**src/rtl/uart_tx_param_if.sv**
```systemverilog
// Handshake and serial-line bundle between the TX buffer/control logic
// (master) and the parametrised UART transmitter (slave).
interface uart_tx_param_if #(
    parameter int WIDTH_WORD = 8
);
    logic                  i_tick;
    logic                  i_tx_start;
    logic [WIDTH_WORD-1:0] i_data_in;
    logic [1:0]            i_parity_mode;
    logic                  i_stop_two;
    logic                  o_bit_tx;
    logic                  o_tx_ready;
    logic                  o_tx_busy;
    logic                  o_tx_done;

    // Control side: issues words and pacing ticks, watches line and status.
    modport master (
        output i_tick,
        output i_tx_start,
        output i_data_in,
        output i_parity_mode,
        output i_stop_two,
        input  o_bit_tx,
        input  o_tx_ready,
        input  o_tx_busy,
        input  o_tx_done
    );

    // Transmitter side.
    modport slave (
        input  i_tick,
        input  i_tx_start,
        input  i_data_in,
        input  i_parity_mode,
        input  i_stop_two,
        output o_bit_tx,
        output o_tx_ready,
        output o_tx_busy,
        output o_tx_done
    );
endinterface

```
**src/rtl/uart_tx_param.sv**
```systemverilog
// Parametrised UART transmitter: start bit, WIDTH_WORD data bits LSB first,
// optional even/odd parity, 1 or 2 stop bits. Bit timing is OVERSAMPLE
// ticks of the external tick enable. Line output is registered, idle high.
module uart_tx_param #(
    parameter int WIDTH_WORD = 8,
    parameter int OVERSAMPLE = 16
) (
    input  logic           i_clock,
    input  logic           i_reset,
    uart_tx_param_if.slave bus
);
    localparam int CW = $clog2(OVERSAMPLE);
    localparam int IW = $clog2(WIDTH_WORD);

    typedef enum logic [2:0] {
        IDLE   = 3'd0,
        START  = 3'd1,
        DATA   = 3'd2,
        PARITY = 3'd3,
        STOP   = 3'd4
    } state_t;

    state_t                state_reg;
    state_t                state_next;
    logic [CW-1:0]         tick_cnt_reg;
    logic [IW-1:0]         idx_reg;
    logic [IW-1:0]         idx_plus;
    logic                  stop_cnt_reg;
    logic [WIDTH_WORD-1:0] shadow_reg;
    logic [1:0]            mode_reg;
    logic                  stop_two_reg;
    logic                  parity_bit_reg;
    logic                  bit_reg;
    logic                  bit_next;
    logic                  done_reg;
    logic                  done_next;

    logic accept;
    logic busy;
    logic bit_end;
    logic last_data;
    logic last_stop;
    logic use_parity;
    logic parity_calc;

    assign accept      = (state_reg == IDLE) && bus.i_tx_start;
    assign busy        = (state_reg != IDLE);
    assign bit_end     = bus.i_tick && (tick_cnt_reg == CW'(OVERSAMPLE - 1));
    assign last_data   = (idx_reg == IW'(WIDTH_WORD - 1));
    // Second stop bit is only needed when two were requested at acceptance.
    assign last_stop   = (stop_cnt_reg == stop_two_reg);
    assign use_parity  = (mode_reg == 2'b01) || (mode_reg == 2'b10);
    assign idx_plus    = idx_reg + IW'(1);
    // Even parity is the XOR of the word; odd parity is its inverse.
    assign parity_calc = (^bus.i_data_in) ^ (bus.i_parity_mode == 2'b10);

    // State register plus the registered line and done outputs.
    always_ff @(posedge i_clock or negedge i_reset) begin
        if (!i_reset) begin
            state_reg <= IDLE;
            bit_reg   <= 1'b1;
            done_reg  <= 1'b0;
        end else begin
            state_reg <= state_next;
            bit_reg   <= bit_next;
            done_reg  <= done_next;
        end
    end

    // Next-state logic: every transition other than acceptance happens at a bit end.
    always_comb begin
        state_next = state_reg;
        unique case (state_reg)
            IDLE:    if (bus.i_tx_start) state_next = START;
            START:   if (bit_end) state_next = DATA;
            DATA:    if (bit_end && last_data) state_next = use_parity ? PARITY : STOP;
            PARITY:  if (bit_end) state_next = STOP;
            STOP:    if (bit_end && last_stop) state_next = IDLE;
            default: state_next = IDLE;
        endcase
    end

    // Output logic: value the line takes for the next bit, and the frame-end pulse.
    always_comb begin
        bit_next  = bit_reg;
        done_next = 1'b0;
        unique case (state_reg)
            IDLE: begin
                if (bus.i_tx_start) bit_next = 1'b0;
            end
            START: begin
                if (bit_end) bit_next = shadow_reg[0];
            end
            DATA: begin
                if (bit_end) begin
                    if (!last_data)     bit_next = shadow_reg[idx_plus];
                    else if (use_parity) bit_next = parity_bit_reg;
                    else                 bit_next = 1'b1;
                end
            end
            PARITY: begin
                if (bit_end) bit_next = 1'b1;
            end
            STOP: begin
                bit_next = 1'b1;
                if (bit_end && last_stop) done_next = 1'b1;
            end
            default: begin
                bit_next = 1'b1;
            end
        endcase
    end

    // Datapath: shadow latches at acceptance, tick/bit/stop counters while busy.
    always_ff @(posedge i_clock or negedge i_reset) begin
        if (!i_reset) begin
            tick_cnt_reg   <= '0;
            idx_reg        <= '0;
            stop_cnt_reg   <= 1'b0;
            shadow_reg     <= '0;
            mode_reg       <= '0;
            stop_two_reg   <= 1'b0;
            parity_bit_reg <= 1'b0;
        end else if (accept) begin
            // A tick coincident with acceptance is deliberately dropped.
            tick_cnt_reg   <= '0;
            idx_reg        <= '0;
            stop_cnt_reg   <= 1'b0;
            shadow_reg     <= bus.i_data_in;
            mode_reg       <= bus.i_parity_mode;
            stop_two_reg   <= bus.i_stop_two;
            parity_bit_reg <= parity_calc;
        end else if (busy && bus.i_tick) begin
            tick_cnt_reg <= bit_end ? '0 : tick_cnt_reg + 1'b1;
            if (bit_end) begin
                unique case (state_reg)
                    START:   idx_reg <= '0;
                    DATA:    if (!last_data) idx_reg <= idx_plus;
                    STOP:    if (!last_stop) stop_cnt_reg <= 1'b1;
                    default: ;
                endcase
            end
        end
    end

    assign bus.o_bit_tx   = bit_reg;
    assign bus.o_tx_ready = (state_reg == IDLE);
    assign bus.o_tx_busy  = busy;
    assign bus.o_tx_done  = done_reg;
endmodule

```
**src/flat_wrapper.sv**
```systemverilog
// flat-port wrapper written by rule: the top's interface ports become plain ports
module uart_tx_param_flat 
#(
    parameter int WIDTH_WORD = 8,
    parameter int OVERSAMPLE = 16
)
  (i_clock, i_reset, bus_i_tick, bus_i_tx_start, bus_i_data_in, bus_i_parity_mode, bus_i_stop_two, bus_o_bit_tx, bus_o_tx_ready, bus_o_tx_busy, bus_o_tx_done);
  uart_tx_param_if #(.WIDTH_WORD(WIDTH_WORD)) bus_i ();
  input  logic i_clock;
  input  logic i_reset;
  input wire logic [$bits(bus_i.i_tick)-1:0] bus_i_tick;
  input wire logic [$bits(bus_i.i_tx_start)-1:0] bus_i_tx_start;
  input wire logic [$bits(bus_i.i_data_in)-1:0] bus_i_data_in;
  input wire logic [$bits(bus_i.i_parity_mode)-1:0] bus_i_parity_mode;
  input wire logic [$bits(bus_i.i_stop_two)-1:0] bus_i_stop_two;
  output wire logic [$bits(bus_i.o_bit_tx)-1:0] bus_o_bit_tx;
  output wire logic [$bits(bus_i.o_tx_ready)-1:0] bus_o_tx_ready;
  output wire logic [$bits(bus_i.o_tx_busy)-1:0] bus_o_tx_busy;
  output wire logic [$bits(bus_i.o_tx_done)-1:0] bus_o_tx_done;
  assign bus_i.i_tick = bus_i_tick;
  assign bus_i.i_tx_start = bus_i_tx_start;
  assign bus_i.i_data_in = bus_i_data_in;
  assign bus_i.i_parity_mode = bus_i_parity_mode;
  assign bus_i.i_stop_two = bus_i_stop_two;
  assign bus_o_bit_tx = bus_i.o_bit_tx;
  assign bus_o_tx_ready = bus_i.o_tx_ready;
  assign bus_o_tx_busy = bus_i.o_tx_busy;
  assign bus_o_tx_done = bus_i.o_tx_done;
  uart_tx_param #(.WIDTH_WORD(WIDTH_WORD), .OVERSAMPLE(OVERSAMPLE)) u_core (.i_clock(i_clock), .i_reset(i_reset), .bus(bus_i));
endmodule
```
**config.mk**
```make
export PLATFORM = sky130hd
export DESIGN_NAME = uart_tx_param_flat
export DESIGN_NICKNAME = d
export VERILOG_FILES = /design/src/rtl/uart_tx_param_if.sv /design/src/rtl/uart_tx_param.sv /design/src/flat_wrapper.sv
export SDC_FILE = /design/constraint.sdc
export NUM_CORES = 1
export LEC_CHECK = 0
export CAP_MARGIN = 20
export CORE_UTILIZATION = 55
export CTS_CLUSTER_DIAMETER = 80
export DETAILED_ROUTE_END_ITERATION = 16
export GPL_TIMING_DRIVEN = 0
export PLACE_DENSITY = 0.8
export SLEW_MARGIN = 10
export SYNTH_ARGS = -nofsm -noshare
export SYNTH_HDL_FRONTEND = slang
export SYNTH_SLANG_ARGS = --single-unit
```
**constraint.sdc**
```tcl
create_clock -name i_clock -period 4.19 [get_ports i_clock]
set_input_delay 0.838 -clock i_clock [delete_from_list [all_inputs] [get_ports i_clock]]
set_output_delay 0.838 -clock i_clock [all_outputs]
set_load 0.02 [all_outputs]
```
# ---- After elaboration in Yosys (flattened, before gate mapping)
# Cells that the tools add are included.
dict set report totals {
  ff_bits 25
  input_bits 15
}
dict set report classes {
  n_addsub 2
  n_mux 31
  eq_ne 18
  order_cmp 1
  reduce_logical 17
  n_bitwise 1
}
# op count
set op_table {}
lappend op_table {{3-bit two-way mux} 10}
lappend op_table {{3-bit one-hot mux with 5 select lines} 1}
lappend op_table {{1-bit two-way mux} 14}
lappend op_table {{4-bit two-way mux} 3}
lappend op_table {{2-bit by 1-bit != test with 1-bit output, second input constant} 6}
lappend op_table {{4-bit AND reduction} 3}
lappend op_table {{8-bit parity} 1}
lappend op_table {{3-bit by 2-bit == test with 1-bit output, second input constant} 2}
lappend op_table {{3-bit == test, second input constant} 2}
lappend op_table {{3-bit one-hot mux with 2 select lines} 1}
lappend op_table {{2-bit nonzero test} 3}
lappend op_table {{3-bit nonzero test} 2}
lappend op_table {{1-bit logical AND} 5}
lappend op_table {{5-bit AND reduction} 1}
lappend op_table {{4-bit by 1-bit adder with 4-bit output, second input constant} 1}
lappend op_table {{2-bit == test, second input constant} 2}
lappend op_table {{4-bit == test, second input constant} 1}
lappend op_table {{3-bit by 4-bit < comparator with 1-bit output, second input constant} 1}
lappend op_table {{1-bit one-hot mux with 4 select lines} 1}
lappend op_table {{3-bit by 1-bit adder with 3-bit output, second input constant} 1}
lappend op_table {{1-bit binary-select mux with 3-bit select} 1}
lappend op_table {{3-bit by 1-bit == test with 1-bit output, second input constant} 1}
lappend op_table {{3-bit zero test} 1}
lappend op_table {{3-bit by 2-bit != test with 1-bit output, second input constant} 1}
lappend op_table {{5 further kinds} 5}

# ---- Longest topological paths before layout
dict set report logic_depth {
  word_depth 6
  ltp_mapped 7
}

# ---- Least setup slack after synthesis
# Ideal clock, no wire load.
dict set report synth_path {
  path_type {in2reg}
  from {input bus_i_tick}
  to {register u_core.state_reg[2]}
  stages 6
  required_time_ns 4.098
  n_path_buf 2
  path_slack_ns 2.152
  arrival_time_ns 1.946
  cell_sequence {buf_4 -> and4_1 -> buf_6 -> o32ai_2 -> or3_4 -> o31ai_2}
}
dict set report synth_via {
  elab_chain_cells 4
  elab_cells_between_ends 8
  classes_between {eq/ne (4); reduce/logical (4)}
}
# item line_no
set synth_rtl {}
lappend synth_rtl {{from (decl)} flat_wrapper.sv:11} ;# input wire logic [$bits(bus_i.i_tick)-1:0] bus_i_tick;
lappend synth_rtl {{1-bit logical AND (*)} uart_tx_param.sv:48} ;# assign bit_end = bus.i_tick && (tick_cnt_reg == CW'(OVERSAMPLE - 1));
lappend synth_rtl {{1-bit logical AND (on tied branches)} {uart_tx_param.sv:78, uart_tx_param.sv:76}}
lappend synth_rtl {{2-bit by 1-bit != test with 1-bit output (no source line)} n/a}
lappend synth_rtl {{5-bit AND reduction (no source line) (*)} n/a}
lappend synth_rtl {{to (signal assigned)} uart_tx_param.sv:64} ;# state_reg <= state_next;
lappend synth_rtl {{to (decl)} uart_tx_param.sv:23} ;# state_t state_reg;
# Every way passes the cells marked *; elsewhere a longest branch is shown, timed or not.
# A chain may end at the register's enable or synchronous reset.

# ---- Worst setup path in the final report
dict set report layout_path {
  from {register u_core.state_reg[1]}
  to {output bus_o_tx_busy}
}
dict set report layout_via {
  elab_chain_cells 1
}
# item line_no
set layout_rtl {}
lappend layout_rtl {{3-bit nonzero test} uart_tx_param.sv:47} ;# assign busy = (state_reg != IDLE);
lappend layout_rtl {{to (decl)} flat_wrapper.sv:18} ;# output wire logic [$bits(bus_i.o_tx_busy)-1:0] bus_o_tx_busy;
# No other way between the ends.

==> flow_metrics.env <==
export IMPL_outcome="completed"
export IMPL_synth_cells=121
export IMPL_clock_latency_ps=310
export IMPL_clock_power_share_pct=10.8
export IMPL_max_freq_mhz=358
export IMPL_drc=0
export IMPL_grt_pass1_vias=1039
export IMPL_diodes=0
export IMPL_postRouteAntennaNets=0
export IMPL_final_cell_area_um2=1670
export IMPL_worstHoldPathType="in2async"
export IMPL_layout_commonest_cell="dfrtp_1"
export IMPL_tightest_slew_ps=557
export IMPL_syn_area_per_cell_um2=11.9
export IMPL_yosysSeqAreaShare_pct=43.6
export IMPL_synth_cell_types=40
export IMPL_syn_nets=139
export IMPL_vias=994
export IMPL_drive_gt1_share_pct=23.9
export IMPL_grt_max_degree=26
export IMPL_startpoint="u_core.state_reg[1]"
export IMPL_dp_hpwl_um=2060
export IMPL_fin_cells=172
export IMPL_slew_viol_final=0
export IMPL_use_met2_pct=40.7
export IMPL_period_share_pct=66.6
export IMPL_dieArea_um2=2820
export IMPL_cts_setup_buffers=0
export IMPL_cts_root_buf="clkbuf_4"
export IMPL_crit_type="reg2out"
export IMPL_fin_skew_ps=5.11
export IMPL_fp_row_count=18
export IMPL_clk_pin_slew_ps=130
export IMPL_ios=19
export IMPL_final_cell_mix="dfrtp_1, clkdlybuf4s50_1, mux2_2, xnor2_1, a21oi_1"
export IMPL_synth_edf_count=0
export IMPL_crit_arrival_ps=1950
export IMPL_grt_usage_pct=23.4
export IMPL_cts_tree="built"
export IMPL_antenna_found_initial=0
export IMPL_hold_viol=0
export IMPL_initial_core_util_pct=58.0
export IMPL_synth_warnings=0
export IMPL_met1_usage_pct=29.5
export IMPL_regArea_um2=627
export IMPL_cts_hold_buf=0
export IMPL_clockBufferDepth=2
export IMPL_gp_congestion=0.822
export IMPL_cp_max_fo=10
export IMPL_synth_top_area_share_pct=41.8
export IMPL_power_density_nw_per_um2=589
export IMPL_viasPerCell=5.78
export IMPL_finalCriticalPeriod_ps=2790
export IMPL_critPathCaptureType="output port"
export IMPL_synth_async_reset_ratio_pct=100
export IMPL_largest_register_ffs=8
export IMPL_final_setup_tns_ps=0
export IMPL_multiInputGateArea_um2=732
export IMPL_clkSinkCount=25
export IMPL_slew_limit_headroom_pct=62.9
export IMPL_hold_slack_ps=491
export IMPL_yosysTopAreaCell="dfrtp_1"
export IMPL_grt_util_met3_pct=4.02
export IMPL_numCtsBuffers=3
export IMPL_reg2reg_slack_ps=2140
export IMPL_wirelength_um=2660
export IMPL_r2r_start="u_core.idx_reg[0]"
export IMPL_ys_ff_latch=25
export IMPL_cts_resized_gates=0
export IMPL_vdd_drop_max_v=0.000363
export IMPL_rsz0062_at_grt="no"
export IMPL_busiest_layer="met2"
export IMPL_p_leak_uw=0.000679
export IMPL_portBuffers=17
export IMPL_p_switching_uw=357
export IMPL_fill_cells=209
export IMPL_cts_max_level=1
export IMPL_fp_dieW_um=53.1
export IMPL_die_y_um=53.1
export IMPL_pwr_share_seq_pct=40.5
export IMPL_setup_viol=0
export IMPL_grt_overflow=0
export IMPL_dr_pass1_iters=4
export IMPL_synth_main_ff_cell="dfrtp_1"
export IMPL_power_internal_uw=624
export IMPL_grt_pass1_wl_um=4710
export IMPL_swShare_pct=36.4
export IMPL_synth_top_cells_by_area="dfrtp_1, mux2_2, xnor2_1"
export IMPL_dp_cells=168
export IMPL_worstPathRequired_ps=3350
export IMPL_drt_iter0_markers=10
export IMPL_syn2layout_area_growth_pct=15.9
export IMPL_synth_area_um2=1440
export IMPL_core_um2=2480
export IMPL_max_cap_violations=0
export IMPL_placed_cell_area_um2=1650
export IMPL_p_comb_share_pct=48.7
export IMPL_start_kind="register"
export IMPL_fin_nets=161
export IMPL_post_drt_wl_per_cell_um=15.4
==> area by class of cell <==
class | count | share of cell area [%]
plain buffers | 7 | 3.60
repair buffers | 17 | 9.91
flip-flops and latches | 25 | 37.6
inverters | 5 | 1.13
clock buffers | 4 | 1.58
multi-input cells | 84 | 43.9
well taps | 30 | 2.25
==> path summary, 6_finish.rpt <==
check / to / depth (start not counted)
worst min register to register: u_core.tick_cnt_reg[3] / 1
worst min-delay path: u_core.bus.o_tx_done / 1
worst max register to register: u_core.idx_reg[0] / 6
worst max-delay path: bus_o_tx_busy / 4
max in group asynchronous: u_core.bus.o_bit_tx / 1
min in group i_clock: u_core.tick_cnt_reg[3] / 1
==> power by group through the flow <==
stage | registers [µW] | clock network [µW] | logic (µW)
floorplan | 388 | 0 | 368
global placement | 396 | 0 | 463
detailed placement | 403 | 0 | 482
CTS | 398 | 110 | 482
global route | 410 | 119 | 524
finish | 398 | 106 | 477
==> cell families after synthesis <==
group	after synthesis	share of synthesized area, %
xor gates and xnor gates	9	6.44
muxes	18	15.2
buffers and inverters	12	5.48
adders and majority gates	3	2.61
DFF	25	43.6
AOI/OAI and AO/OA	25	14.0
and+or+nand+nor	29	12.6
==> Yosys cell counts (2+ instances only) <==
cell	number
a21oi_1	7
buf_4	5
buf_6	2
dfrtp_1	24
ha_1	3
inv_1	5
mux2_2	11
mux2i_1	5
mux4_2	2
nand2_1	4
nand2b_1	3
nand3_1	4
nor2_1	4
nor3_1	3
o21ai_0	5
o31ai_2	2
o32a_1	2
or3b_2	2
xnor2_1	7
==> per-layer routing <==
layer  share of wire, %  routed length, µm  vias to the layer above
met5                  0                  0                        -
met1                 44               1170                      490
li1                   -                  -                      484
met4               0.87                 23                        0
met2                 52               1390                       16
met3                2.6                 69                        4
==> stage by stage <==
step	worst slack (ps)	utilization [%]	power [µW]
detailed placement	1740	66.4	885
floorplan	2150	-	756
global route	1300	67.3	1050
CTS	1380	67.5	990
global placement	1750	66.4	859
finish	1400	67.3	981
==> worst max-delay path: stages, from the launching register on <==
cell             delay [ps]
dfrtp_1                 380
buf_4                   170
nor3_4                  310
inv_1                   210
clkdlybuf4s50_1         580
No activity file was read; power rests on OpenSTA's default activity.
